===== src/rtl/nb_solver_param_pkg.sv =====
// Shared types and helpers for the parametrised number-baseball solver.
// Codes are digit-packed with digit 0 in the most significant DIGIT_W bits.
package nb_solver_param_pkg;

   typedef enum logic [2:0] {
      ST_IDLE       = 3'd0,
      ST_SEARCH     = 3'd1,
      ST_CHECK      = 3'd2,
      ST_ASK        = 3'd3,
      ST_WAIT_REPLY = 3'd4,
      ST_DONE       = 3'd5
   } state_e;

   // Width of a strike or ball count for an n-digit code.
   function automatic int unsigned score_w(input int unsigned n);
      return $clog2(n + 1);
   endfunction

   // Width of a guess counter that must reach g.
   function automatic int unsigned gc_w(input int unsigned g);
      return $clog2(g + 1);
   endfunction

   // Bit offset of digit i within an n-digit, dw-bit-per-digit packed code.
   function automatic int digit_lsb(input int i, input int unsigned n, input int unsigned dw);
      return (int'(n) - 1 - i) * int'(dw);
   endfunction

endpackage


===== src/rtl/nb_solver_param_score.sv =====
// Combinational strike/ball score of two digit-packed codes.
// Both codes are assumed to hold distinct digits, so ball never overcounts.
module nb_solver_param_score
   import nb_solver_param_pkg::*;
#(
   parameter  int unsigned NUM_DIGITS = 4,
   parameter  int unsigned DIGIT_W    = 4,
   localparam int unsigned CW         = NUM_DIGITS * DIGIT_W,
   localparam int unsigned SW         = score_w(NUM_DIGITS)
) (
   input  logic [CW-1:0] code_a,
   input  logic [CW-1:0] code_b,
   output logic [SW-1:0] strike_c,
   output logic [SW-1:0] ball_c
);

   always_comb begin
      strike_c = '0;
      ball_c   = '0;
      for (int i = 0; i < int'(NUM_DIGITS); i++) begin
         for (int k = 0; k < int'(NUM_DIGITS); k++) begin
            if (code_a[digit_lsb(i, NUM_DIGITS, DIGIT_W) +: DIGIT_W] ==
                code_b[digit_lsb(k, NUM_DIGITS, DIGIT_W) +: DIGIT_W]) begin
               if (i == k) strike_c = strike_c + SW'(1);
               else        ball_c   = ball_c + SW'(1);
            end
         end
      end
   end

endmodule


===== src/rtl/nb_solver_param.sv =====
// Parametrised number-baseball solver: asks the lexically next candidate that is
// consistent with every stored (question, strike, ball) entry until solved or out of options.
module nb_solver_param
   import nb_solver_param_pkg::*;
#(
   parameter  int unsigned NUM_DIGITS  = 4,
   parameter  int unsigned RADIX       = 10,
   parameter  int unsigned DIGIT_W     = 4,
   parameter  int unsigned MAX_GUESSES = 16,
   localparam int unsigned CW          = NUM_DIGITS * DIGIT_W,
   localparam int unsigned SW          = score_w(NUM_DIGITS),
   localparam int unsigned GC_W        = gc_w(MAX_GUESSES)
) (
   input  logic            clk,
   input  logic            reset,
   input  logic            start,
   output logic [CW-1:0]   question,
   output logic            ask_valid,
   input  logic            ask_ready,
   input  logic            reply_valid,
   output logic            reply_ready,
   input  logic            correct,
   input  logic [SW-1:0]   strike,
   input  logic [SW-1:0]   ball,
   output logic            busy,
   output logic            done,
   output logic            solved,
   output logic [GC_W-1:0] guess_count
);

   localparam int unsigned HW = (MAX_GUESSES > 1) ? $clog2(MAX_GUESSES) : 1;

   state_e          state_q, state_d;
   logic [CW-1:0]   cand_q, cand_d;
   logic [HW-1:0]   hist_cnt_q, hist_cnt_d;
   logic [HW-1:0]   j_q, j_d;
   logic [CW-1:0]   question_q, question_d;
   logic            ask_valid_q, ask_valid_d;
   logic            reply_ready_q, reply_ready_d;
   logic            busy_q, busy_d;
   logic            done_q, done_d;
   logic            solved_q, solved_d;
   logic [GC_W-1:0] guess_count_q, guess_count_d;

   logic [CW-1:0]   hist_qn_q [MAX_GUESSES];
   logic [SW-1:0]   hist_s_q  [MAX_GUESSES];
   logic [SW-1:0]   hist_b_q  [MAX_GUESSES];
   logic            hist_push;

   logic            cand_ok;
   logic [CW-1:0]   cand_inc;
   logic            cand_wrap;
   logic [CW-1:0]   first_code;
   logic [DIGIT_W-1:0] inc_dig;
   logic            inc_carry;
   logic [SW-1:0]   sc_strike, sc_ball;
   logic            hist_match;
   logic            hist_last;
   logic            reply_hit;
   logic            hist_full;
   logic            ask_fire;

   assign question    = question_q;
   assign ask_valid   = ask_valid_q;
   assign reply_ready = reply_ready_q;
   assign busy        = busy_q;
   assign done        = done_q;
   assign solved      = solved_q;
   assign guess_count = guess_count_q;

   // Candidate legality: every digit below RADIX and no digit repeated.
   always_comb begin
      cand_ok = 1'b1;
      for (int i = 0; i < int'(NUM_DIGITS); i++) begin
         if (32'(cand_q[digit_lsb(i, NUM_DIGITS, DIGIT_W) +: DIGIT_W]) >= RADIX) cand_ok = 1'b0;
         for (int k = i + 1; k < int'(NUM_DIGITS); k++) begin
            if (cand_q[digit_lsb(i, NUM_DIGITS, DIGIT_W) +: DIGIT_W] ==
                cand_q[digit_lsb(k, NUM_DIGITS, DIGIT_W) +: DIGIT_W]) cand_ok = 1'b0;
         end
      end
   end

   // Mixed radix-R increment, carry rippling from the least significant digit.
   always_comb begin
      cand_inc  = cand_q;
      inc_carry = 1'b1;
      inc_dig   = '0;
      for (int i = int'(NUM_DIGITS) - 1; i >= 0; i--) begin
         inc_dig = cand_q[digit_lsb(i, NUM_DIGITS, DIGIT_W) +: DIGIT_W];
         if (inc_carry) begin
            if (32'(inc_dig) >= RADIX - 1) begin
               inc_dig = '0;
            end else begin
               inc_dig   = inc_dig + DIGIT_W'(1);
               inc_carry = 1'b0;
            end
         end
         cand_inc[digit_lsb(i, NUM_DIGITS, DIGIT_W) +: DIGIT_W] = inc_dig;
      end
      cand_wrap = inc_carry;
   end

   always_comb begin
      first_code = '0;
      for (int i = 0; i < int'(NUM_DIGITS); i++) begin
         first_code[digit_lsb(i, NUM_DIGITS, DIGIT_W) +: DIGIT_W] = DIGIT_W'(i);
      end
   end

   nb_solver_param_score #(
      .NUM_DIGITS (NUM_DIGITS),
      .DIGIT_W    (DIGIT_W)
   ) u_score (
      .code_a   (cand_q),
      .code_b   (hist_qn_q[j_q]),
      .strike_c (sc_strike),
      .ball_c   (sc_ball)
   );

   assign hist_match = (sc_strike == hist_s_q[j_q]) && (sc_ball == hist_b_q[j_q]);
   assign hist_last  = (j_q == hist_cnt_q - HW'(1));
   assign reply_hit  = correct || (strike == SW'(NUM_DIGITS));
   assign hist_full  = (hist_cnt_q == HW'(MAX_GUESSES - 1));
   assign ask_fire   = ask_valid_q && ask_ready;

   always_ff @(posedge clk) begin
      if (reset) begin
         state_q       <= ST_IDLE;
         cand_q        <= '0;
         hist_cnt_q    <= '0;
         j_q           <= '0;
         question_q    <= '0;
         ask_valid_q   <= 1'b0;
         reply_ready_q <= 1'b0;
         busy_q        <= 1'b0;
         done_q        <= 1'b0;
         solved_q      <= 1'b0;
         guess_count_q <= '0;
      end else begin
         state_q       <= state_d;
         cand_q        <= cand_d;
         hist_cnt_q    <= hist_cnt_d;
         j_q           <= j_d;
         question_q    <= question_d;
         ask_valid_q   <= ask_valid_d;
         reply_ready_q <= reply_ready_d;
         busy_q        <= busy_d;
         done_q        <= done_d;
         solved_q      <= solved_d;
         guess_count_q <= guess_count_d;
      end
   end

   // History storage is only read below hist_cnt, so it needs no reset.
   always_ff @(posedge clk) begin
      if (hist_push) begin
         hist_qn_q[hist_cnt_q] <= question_q;
         hist_s_q[hist_cnt_q]  <= strike;
         hist_b_q[hist_cnt_q]  <= ball;
      end
   end

   always_comb begin
      state_d = state_q;
      case (state_q)
         ST_IDLE, ST_DONE: begin
            if (start) state_d = ST_SEARCH;
         end
         ST_SEARCH: begin
            if (!cand_ok) begin
               if (cand_wrap) state_d = ST_DONE;
            end else if (hist_cnt_q == '0) begin
               state_d = ST_ASK;
            end else begin
               state_d = ST_CHECK;
            end
         end
         ST_CHECK: begin
            if (!hist_match)    state_d = ST_SEARCH;
            else if (hist_last) state_d = ST_ASK;
         end
         ST_ASK: begin
            if (ask_fire) state_d = ST_WAIT_REPLY;
         end
         ST_WAIT_REPLY: begin
            if (reply_valid) begin
               if (reply_hit || hist_full) state_d = ST_DONE;
               else                        state_d = ST_SEARCH;
            end
         end
         default: state_d = ST_IDLE;
      endcase
   end

   always_comb begin
      cand_d        = cand_q;
      hist_cnt_d    = hist_cnt_q;
      j_d           = j_q;
      question_d    = question_q;
      ask_valid_d   = ask_valid_q;
      reply_ready_d = reply_ready_q;
      busy_d        = busy_q;
      done_d        = done_q;
      solved_d      = solved_q;
      guess_count_d = guess_count_q;
      hist_push     = 1'b0;
      case (state_q)
         ST_IDLE, ST_DONE: begin
            if (start) begin
               cand_d        = first_code;
               hist_cnt_d    = '0;
               guess_count_d = '0;
               done_d        = 1'b0;
               solved_d      = 1'b0;
               busy_d        = 1'b1;
            end
         end
         ST_SEARCH: begin
            if (!cand_ok) begin
               cand_d = cand_inc;
               if (cand_wrap) begin
                  done_d   = 1'b1;
                  solved_d = 1'b0;
                  busy_d   = 1'b0;
               end
            end else if (hist_cnt_q == '0) begin
               question_d  = cand_q;
               ask_valid_d = 1'b1;
            end else begin
               j_d = '0;
            end
         end
         ST_CHECK: begin
            if (!hist_match) begin
               cand_d = cand_inc;
            end else if (hist_last) begin
               question_d  = cand_q;
               ask_valid_d = 1'b1;
            end else begin
               j_d = j_q + HW'(1);
            end
         end
         ST_ASK: begin
            if (ask_fire) begin
               guess_count_d = guess_count_q + GC_W'(1);
               ask_valid_d   = 1'b0;
               reply_ready_d = 1'b1;
            end
         end
         ST_WAIT_REPLY: begin
            if (reply_valid) begin
               reply_ready_d = 1'b0;
               if (reply_hit) begin
                  done_d   = 1'b1;
                  solved_d = 1'b1;
                  busy_d   = 1'b0;
               end else if (hist_full) begin
                  done_d   = 1'b1;
                  solved_d = 1'b0;
                  busy_d   = 1'b0;
               end else begin
                  hist_push  = 1'b1;
                  hist_cnt_d = hist_cnt_q + HW'(1);
                  cand_d     = cand_inc;
               end
            end
         end
         default: ;
      endcase
   end

endmodule


===== config.mk =====
export PLATFORM = sky130hd
export DESIGN_NAME = nb_solver_param
export DESIGN_NICKNAME = d
export VERILOG_FILES = /design/src/rtl/nb_solver_param_pkg.sv /design/src/rtl/nb_solver_param_score.sv /design/src/rtl/nb_solver_param.sv
export SDC_FILE = /design/constraint.sdc
export NUM_CORES = 1
export LEC_CHECK = 0
export CAP_MARGIN = 20
export CORE_UTILIZATION = 55
export DETAILED_ROUTE_END_ITERATION = 8
export PLACE_DENSITY = 0.72
export RECOVER_POWER = 50
export SYNTH_ARGS = -nofsm -noshare
export SYNTH_HDL_FRONTEND = slang
export SYNTH_SLANG_ARGS = --single-unit

===== constraint.sdc =====
create_clock -name clk -period 18.2 [get_ports clk]
set_input_delay 2.73 -clock clk [delete_from_list [all_inputs] [get_ports clk]]
set_output_delay 2.73 -clock clk [all_outputs]
set_load 0.005 [all_outputs]

Word-level counts from Yosys, hierarchy flattened:

Memory sizes are Yosys's and may differ from the RTL's. A register that Yosys moved wholly into a read port is not among the register bits.
Index checks and enable logic that the tools add are counted.

* multipliers: 0
* $lt $le $gt $ge: 8
* div/mod/pow operators: 0
* bitwise operators: 0
* add/subtract/negate cells: 22
* equality and inequality tests: 49
* reductions and logical operators: 23
* shift operators: 0
* muxes and demuxes: 113

Operator list (number)
* 16-bit 2-to-1 mux: 10
* 4-bit equality test: 23
* 4-bit 2-to-1 mux: 21
* 3-bit 2-to-1 mux: 22
* 16-bit one-hot mux with 4 select lines: 1
* 1-bit 2-to-1 mux: 47
* 3-bit by 1-bit adder with 3-bit output, second input constant: 12
* 4-bit greater-or-equal comparator, second input constant: 8
* 16-bit one-hot mux with 2 select lines: 1
* 2-bit inequality test, second input constant: 14
* 4-bit by 1-bit adder with 4-bit output, second input constant: 6
* 5-bit AND reduction: 4
* 4-bit one-hot mux with 2 select lines: 2
* 3-bit one-hot mux with 5 select lines: 1
* 1-bit one-hot mux with 3 select lines: 4
* 6-bit AND reduction: 2
* 5-bit 2-to-1 mux: 2
* 5-bit one-hot mux with 2 select lines: 1
* 3-bit equality test, second input constant: 3
* 3-bit inequality test, second input constant: 3
* 2-bit nonzero test: 4
* 7-bit AND reduction: 1
* 3-bit by 2-bit equality test with 1-bit output, second input constant: 2
* 3-bit equality test: 2
* other kinds (14): 19

* bits in read-only memories: 0
* bits in latches: 0
* flip-flop bits (word level): 53
* input bits: 12
* memory bits (writable): 352
* memories kept: 3

Memory list
* hist_qn_q: depth 16, bits a word 16, rd ports 1, clocked after Yosys merged registers in 1, wr ports 1, RTL line nb_solver_param.sv:45 `logic [CW-1:0] hist_qn_q [MAX_GUESSES];`
* hist_b_q: depth 16, bits a word 3, rd ports 1, clocked after Yosys merged registers in 1, wr ports 1, RTL line nb_solver_param.sv:47 `logic [SW-1:0] hist_b_q [MAX_GUESSES];`
* hist_s_q: depth 16, bits a word 3, rd ports 1, clocked after Yosys merged registers in 1, wr ports 1, RTL line nb_solver_param.sv:46 `logic [SW-1:0] hist_s_q [MAX_GUESSES];`

Longest topological paths before layout:

Gate-level depths: netlist (run 1).

* depth in word-level cells: 30
* gate-level depth with buffers: 50
* mapped depth without buffers: 43

Cells and area by module:

From an unflattened synthesis (run 1), not the netlist that was laid out.

* cell total of the unflattened synthesis: 1155
* area, all modules: 18443.9 µm²

Modules (own cells, without submodules)
* nb_solver_param: area each 17027.6 µm², sequential area each 11711.2 µm², times used 1, cells each 988
* nb_solver_param_score: area each 1416.4 µm², sequential area each 0.0 µm², times used 1, cells each 167

Worst setup path before layout (run 1):

Ideal clock, no wire load.

* kind: register -> register
* start: reg with a tool-made name
* end: reg cand_q[10]
* buffers on the path: 7
* cell stages (with the launch flop): 48
* slack: 8.254 ns
* setup time: 0.120 ns
* arrival: 9.826 ns
* clock period less this slack: 9.946 ns
* cells stage by stage: dfxtp_1 -> buf_6 -> buf_6 -> buf_12 -> buf_6 -> buf_6 -> mux4_2 -> mux2i_1 -> mux2i_1 -> xnor2_1 -> and4_1 -> ha_1 -> xor2_2 -> inv_1 -> ha_1 -> nor2_1 -> a21oi_1 -> ha_1 -> [12 not listed] -> ha_1 -> mux2_2 -> ha_1 -> nand2b_1 -> o21a_1 -> ha_1 -> nand2_1 -> xor2_1 -> xnor3_1 -> xnor3_1 -> o211a_1 -> nand4b_1 -> or4_1 -> buf_2 -> and3_4 -> buf_6 -> and4b_1 -> a211o_1

RTL lines
* to (signal assigned): RTL line nb_solver_param.sv:141 `cand_q <= cand_d;`
* to (decl): RTL line nb_solver_param.sv:34 `logic [CW-1:0] cand_q, cand_d;`

==> results of run 1 <==
-- routing by layer --
| layer | vias to the layer above | GRT usage, % | share of wire (%) |
|---|---|---|---|
| met1 | 5843 | 36.44 | 42 |
| met4 | 0 | 8.892 | 3.0 |
| met5 | - | 0 | 0 |
| met2 | 469 | 42.42 | 47 |
| met3 | 93 | 4.196 | 7.2 |
| li1 | 5252 | - | - |
-- per-stage QoR --
step | utilization [%] | area [um2]
floorplan | - | 19690
global placement | 58.67 | 20410
detailed placement | 58.72 | 20430
CTS | 63.00 | 21920
global route | 63.00 | 21920
finish | 63.00 | 21920
-- critical path: cells and delay by family (launching register included) --
kind,cells,cell delay [ns]
and+or+nand+nor,9,1.91
DFF,1,0.69
buffers and inverters,5,1.27
adders and majority gates,10,2.90
xor gates and xnor gates,5,1.23
AOI/OAI and AO/OA,9,1.83
muxes,5,1.40
-- power by group through the flow --
stage | logic, W | clock network [W] | registers [W]
floorplan | 0.000269 | 0 | 0.00105
global placement | 0.000319 | 0 | 0.00108
detailed placement | 0.000326 | 0 | 0.00108
CTS | 0.000328 | 0.000919 | 0.00106
global route | 0.000363 | 0.000954 | 0.00106
finish | 0.000330 | 0.000908 | 0.00106
-- cell usage in the layout (no fill, tap or decap), types with 7 or more instances in the layout --
cell / synthesis / final
xor2_1: 27 / 27
nor2_1: 83 / 72
conb_1: 1 / 22
clkbuf_1: 36 / 10
mux2_2: 29 / 29
nor4_1: 7 / 7
mux2i_1: 74 / 74
and4_1: 7 / 7
clkbuf_16: 0 / 46
dfxtp_1: 57 / 53
dlygate4sd3_1: 0 / 30
clkinv_1: 0 / 7
or3_1: 7 / 7
a21oi_1: 41 / 41
nand2b_1: 15 / 15
o22ai_1: 9 / 9
and3_1: 9 / 9
nor2_2: 0 / 10
buf_4: 7 / 28
mux4_2: 76 / 76
ha_1: 36 / 36
nor3_1: 28 / 24
nand4_1: 23 / 23
o21ai_0: 11 / 12
a211oi_1: 12 / 12
nand3_1: 24 / 24
nand2_1: 61 / 61
inv_1: 34 / 34
edfxtp_1: 352 / 352
xnor2_1: 89 / 89
-- final timing paths --
kind                                endpoint  slack (ns)  cells past startpoint
worst max-delay path            question[13]        6.69                     43
worst min-delay path                  solved        0.47                      2
worst max register to register  question[13]        6.69                     43
worst min register to register        solved        0.47                      2
-- sequential cells by signal, indices dropped and copies added (netlist names), named ones only --
signal	cells
busy	1
ask_valid	1
hist_qn_q	256
cand_q	16
done	1
j_q	4
hist_cnt_q	4
hist_b_q	48
reply_ready	1
guess_count	5
question	16
state_q	3
hist_s_q	48
solved	1
-- cells by family after synthesis --
| logic type | synth area share, % |
|---|---|
| AND/OR/NAND/NOR | 8.357 |
| XOR/XNOR | 5.920 |
| flip-flops | 59.71 |
| AO/OA/AOI/OAI | 5.812 |
| adder cells (fa/ha/maj) | 2.297 |
| buffers and inverters | 3.190 |
| other | 0.01912 |
| multiplexers | 14.69 |
-- final cells by class --
class | instances | area, um2
fill | 2524 | 12870
sequential | 409 | 11720
multi-input combinational | 837 | 7407
clock buffer | 59 | 1230
timing repair buffer | 66 | 595.6
tap | 455 | 569.3
clock inverter | 23 | 259.0
inverter | 37 | 138.9
==> out/metrics.yaml, run 1 <==
outcome: "complete, no violations"
dp_slack_ns: 6.788
synth_top_area_share_pct: 53.89
ys_warn_count: 0
cap_viol_max_count: 0
cts_tree: "yes"
worst_slack_ns: 6.689
yosysMostFrequentCell: "edfxtp_1"
cts_buffer_depth: 3
syn2layout_area_growth_pct: 11.78
htree_num_levels: 2
switching_share_pct: 25.79
leakage_nw: 7.344
grt_usage_pct: 26.31
sequentialPowerShare_pct: 46.0
cts_setup_buffers: 0
nets: 1443
cts_sinks: 409
grt_overflow: 0
min_path_type: "flop to flop"
totalPowerFinal_w: 0.002295
grt_max_degree: 67
num_vias: 11660
avgSynthCellArea_um2: 14.59
slew_headroom_pct: 28.09
hold_buffers: 0
async_flop_share_pct: 0
drc: 0
period_needed_ns: 11.51
synth_commonest_cells: "352 x edfxtp_1, 89 x xnor2_1, 83 x nor2_1, 76 x mux4_2, 74 x mux2i_1"
die_x_um: 190.8
dr.pass1.iters: 7
timing.hold.ws_ns: 0.4688
cp_data_arrival_time_ns: 11.90
drtIter0Drc: 1007
drive_gt1_share_pct: 17.54
synth_area_mm2: 0.01961
ir_worst_vdd_v: 0.00007868
core_mm2: 0.03480
grt_pass1_vias: 11510
synth_edf_count: 352
antenna_found_initial: 0
cp_max_fo: 61
grt_setup_unrepaired: "no"
io_pins: 38
p_clk_share_pct: 39.6
switchingPower_w: 0.0005919
fp-row-count: 68
worst_path_max_delay_cell: "buf_4"
synth_top_area_cell: "edfxtp_1"
powerDensity_mw_per_mm2: 104.7
synth_area_leaders: "edfxtp_1 54%, mux4_2 8.7%, dfxtp_1 5.8%"
worst_hold_startpoint: "solved"
port-buffer-count: 37
fin_skew_ns: 0.01879
critical_path.startpoint_type: "flop"
wirelength_um: 46700
tns_ns: 0
initial_utilization_pct: 56.36
finalHoldViolations: 0
timing.critical_path.required_ns: 18.59
fin_cells: 1886
period_share_pct: 63.25
wl_per_cell_um: 24.76
tightest_slew_ns: 1.079
ys.flop_type: "edfxtp_1"
p_int_w: 0.001703
clk_pin_slew_ns: 0.06
drv_slew: 0
gp_congestion: 0.8704
ant_nets: 0
crit_type: "flop to flop"
dieArea_mm2: 0.03642
clk_root_buffer_cell: "clkbuf_16"
dp.cells: 1804
ys_types: 90
grt_pass1_wl_um: 70070
die_h_um: 190.8
cts_resized: 0
final-setup-viol-count: 0
comb_power_share_pct: 14.4
clock_latency_ns: 0.55
max_freq_mhz: 86.87
path_common_cell: "ha_1"
cpPeakStageDelay_ns: 0.72
synth_seq_cells: 409
numCtsBuffers: 44
end_kind: "flop"
ys_seq_area_share_pct: 59.71
synthCells: 1344
avgViaCountPerCell: 6.181
post-dp-hpwl_um: 28010
antenna_cells: 0
(Power assumes the default switching activity.)
==> run 2, diff against run 1 <==
- PLACE_DENSITY: 0.72 -> 0.75
- clock period: 18.2 -> 10.3 ns (I/O delays scaled with it)
==> out/metrics.yaml, run 2 (synthesis results as in run 1) <==
outcome: "complete, no violations"
fin_skew_ns: 0.02644  # +0.007658 ns
clock_latency_ns: 0.58  # +0.03 ns
grt_max_degree: 51  # -24%
num_vias: 12440  # +6.7%
grt_pass1_wl_um: 73100  # +4.3%
dieArea_mm2: 0.03642  # unchanged
syn2layout_area_growth_pct: 16.18
leakage_nw: 7.730  # +5.3%
min_path_type: "flop to flop"
cp_max_fo: 8  # -87%
initial_utilization_pct: 56.36  # unchanged
cts_tree: "yes"
fillers: 2450  # -2.9%
die_h_um: 190.8  # unchanged
final_cell_mix: "352 x edfxtp_1, 88 x xnor2_1, 84 x buf_4"
nets: 1515  # +5.0%
slew_headroom_pct: 28.58  # +0.50 points
grt_pass1_vias: 11680  # +1.4%
avgViaCountPerCell: 6.370  # +3.1%
port-buffer-count: 37  # unchanged
cpPeakStageDelay_ns: 0.56  # -0.16 ns
mostFrequentLayoutCell: "edfxtp_1"
antenna_cells: 0  # unchanged
wirelength_um: 51740  # +11%
drv_slew: 0  # unchanged
critical_path.startpoint_type: "flop"
period_needed_ns: 10.02  # -1.494 ns
cts_sinks: 409  # unchanged
clk_pin_slew_ns: 0.06  # about the same
period_share_pct: 97.26  # +34 points
crit_type: "flop to flop"
io_pins: 38  # unchanged
post_dp_cell_area_mm2: 0.02071  # +1.3%
drtIter0Drc: 1234  # +23%
hold_buffers: 0  # unchanged
cp_data_arrival_time_ns: 10.41  # -1.49 ns
top_register: "hist_qn_q"
cap_viol_max_count: 0  # unchanged
fp-row-count: 68  # unchanged
r2r_slack_ns: 0.28  # -6.41 ns
grt_usage_pct: 27.58  # +1.3 points
antenna_found_initial: 0  # unchanged
grt_overflow: 0  # unchanged
dr.pass1.iters: 8  # +1
gp_congestion: 0.9045  # +3.9%
fin_area_mm2: 0.02279  # +3.9%
final-setup-viol-count: 0  # unchanged
largest_reg_flops: 256  # unchanged
path_common_cell: "ha_1"
reg_top3: "hist_qn_q (256), hist_b_q (48), hist_s_q (48)"
timing.hold.ws_ns: 0.4609  # -0.007829 ns
post-dp-hpwl_um: 30040  # +7.3%
numCtsBuffers: 42  # -4.5%
clk_root_buffer_cell: "clkbuf_16"
htree_num_levels: 2  # unchanged
timing.critical_path.required_ns: 10.70  # -7.89 ns
drc: 0  # unchanged
dp.cells: 1833  # +1.6%
core_mm2: 0.03480  # unchanged
die_x_um: 190.8  # unchanged
ir_worst_vdd_v: 0.0001532  # +95%
end_kind: "flop"
drive_gt1_share_pct: 22.83  # +5.3 points
wl_per_cell_um: 26.49  # +7.0%
ant_nets: 0  # unchanged
worst_path_max_delay_cell: "mux4_2"
final_util_pct: 65.48  # +2.5 points
fin_cells: 1953  # +3.6%
tightest_slew_ns: 1.071  # -0.007433 ns
max_freq_mhz: 99.83  # +15%
powerDensity_mw_per_mm2: 175.7  # +68%
cts_buffer_depth: 3  # unchanged
finalHoldViolations: 0  # unchanged
[run 2: worst max-delay path, delay by kind of cell, from the launching register on]
kind,cells,cell delay [ns]
AOI/OAI and AO/OA,7,1.25
xor gates and xnor gates,4,0.95
adders and majority gates,10,2.53
buffers and inverters,8,0.94
DFF,1,0.40
muxes,8,2.19
and+or+nand+nor,8,1.54
[run 2: final cells by class]
cell class | instances | area (um2) | area share (%)
Tap cell | 455 | 569.3 | 2.498
Timing Repair Buffer | 140 | 1394 | 6.117
Sequential cell | 409 | 11730 | 51.46
Clock buffer | 51 | 1106 | 4.854
Multi-Input combinational cell | 837 | 7605 | 33.38
Inverter | 37 | 138.9 | 0.6095
Clock inverter | 24 | 246.5 | 1.082
[run 2: path summary, 6_finish.rpt]
check / start / end / cells after the start
setup / recovery: flop / question[3] / 45
hold / removal: done / done / 2
setup reg to reg: flop / question[3] / 45
hold reg to reg: done / done / 2
[run 2: per-stage QoR]
step           setup WS, ns  TNS (ns)  total power (W)
2_1_floorplan        0.3544         0         0.002334
3_3_place_gp         0.4432         0         0.002475
6_report             0.2825         0         0.004004
3_5_place_dp         0.1647         0         0.002490
4_1_cts             0.04209         0         0.003994
5_1_grt            -0.09086   -0.4730         0.004150
[run 2: what timing repair did]
action / in CTS / in global routing
resized for setup: 0 / 42
setup buffers: 0 / 40
endpoints found under the setup margin: 0 / 43
[run 2: report_power, final]
group	total, W	internal (W)	switching (W)
registers	0.00185	0.00181	0.0000439
clock network	0.00152	0.000889	0.000630
logic	0.000633	0.000251	0.000382
total	0.00400	0.00295	0.00106
[run 2: layer usage]
| metal | wire length, um | global-route usage [%] | vias to the layer above |
|---|---|---|---|
| met3 | 3995 | 4.472 | 111 |
| met2 | 24800 | 45.05 | 598 |
| met5 | 0 | 0 | - |
| met1 | 21040 | 38.06 | 6337 |
| li1 | - | - | 5395 |
| met4 | 1905 | 8.277 | 0 |
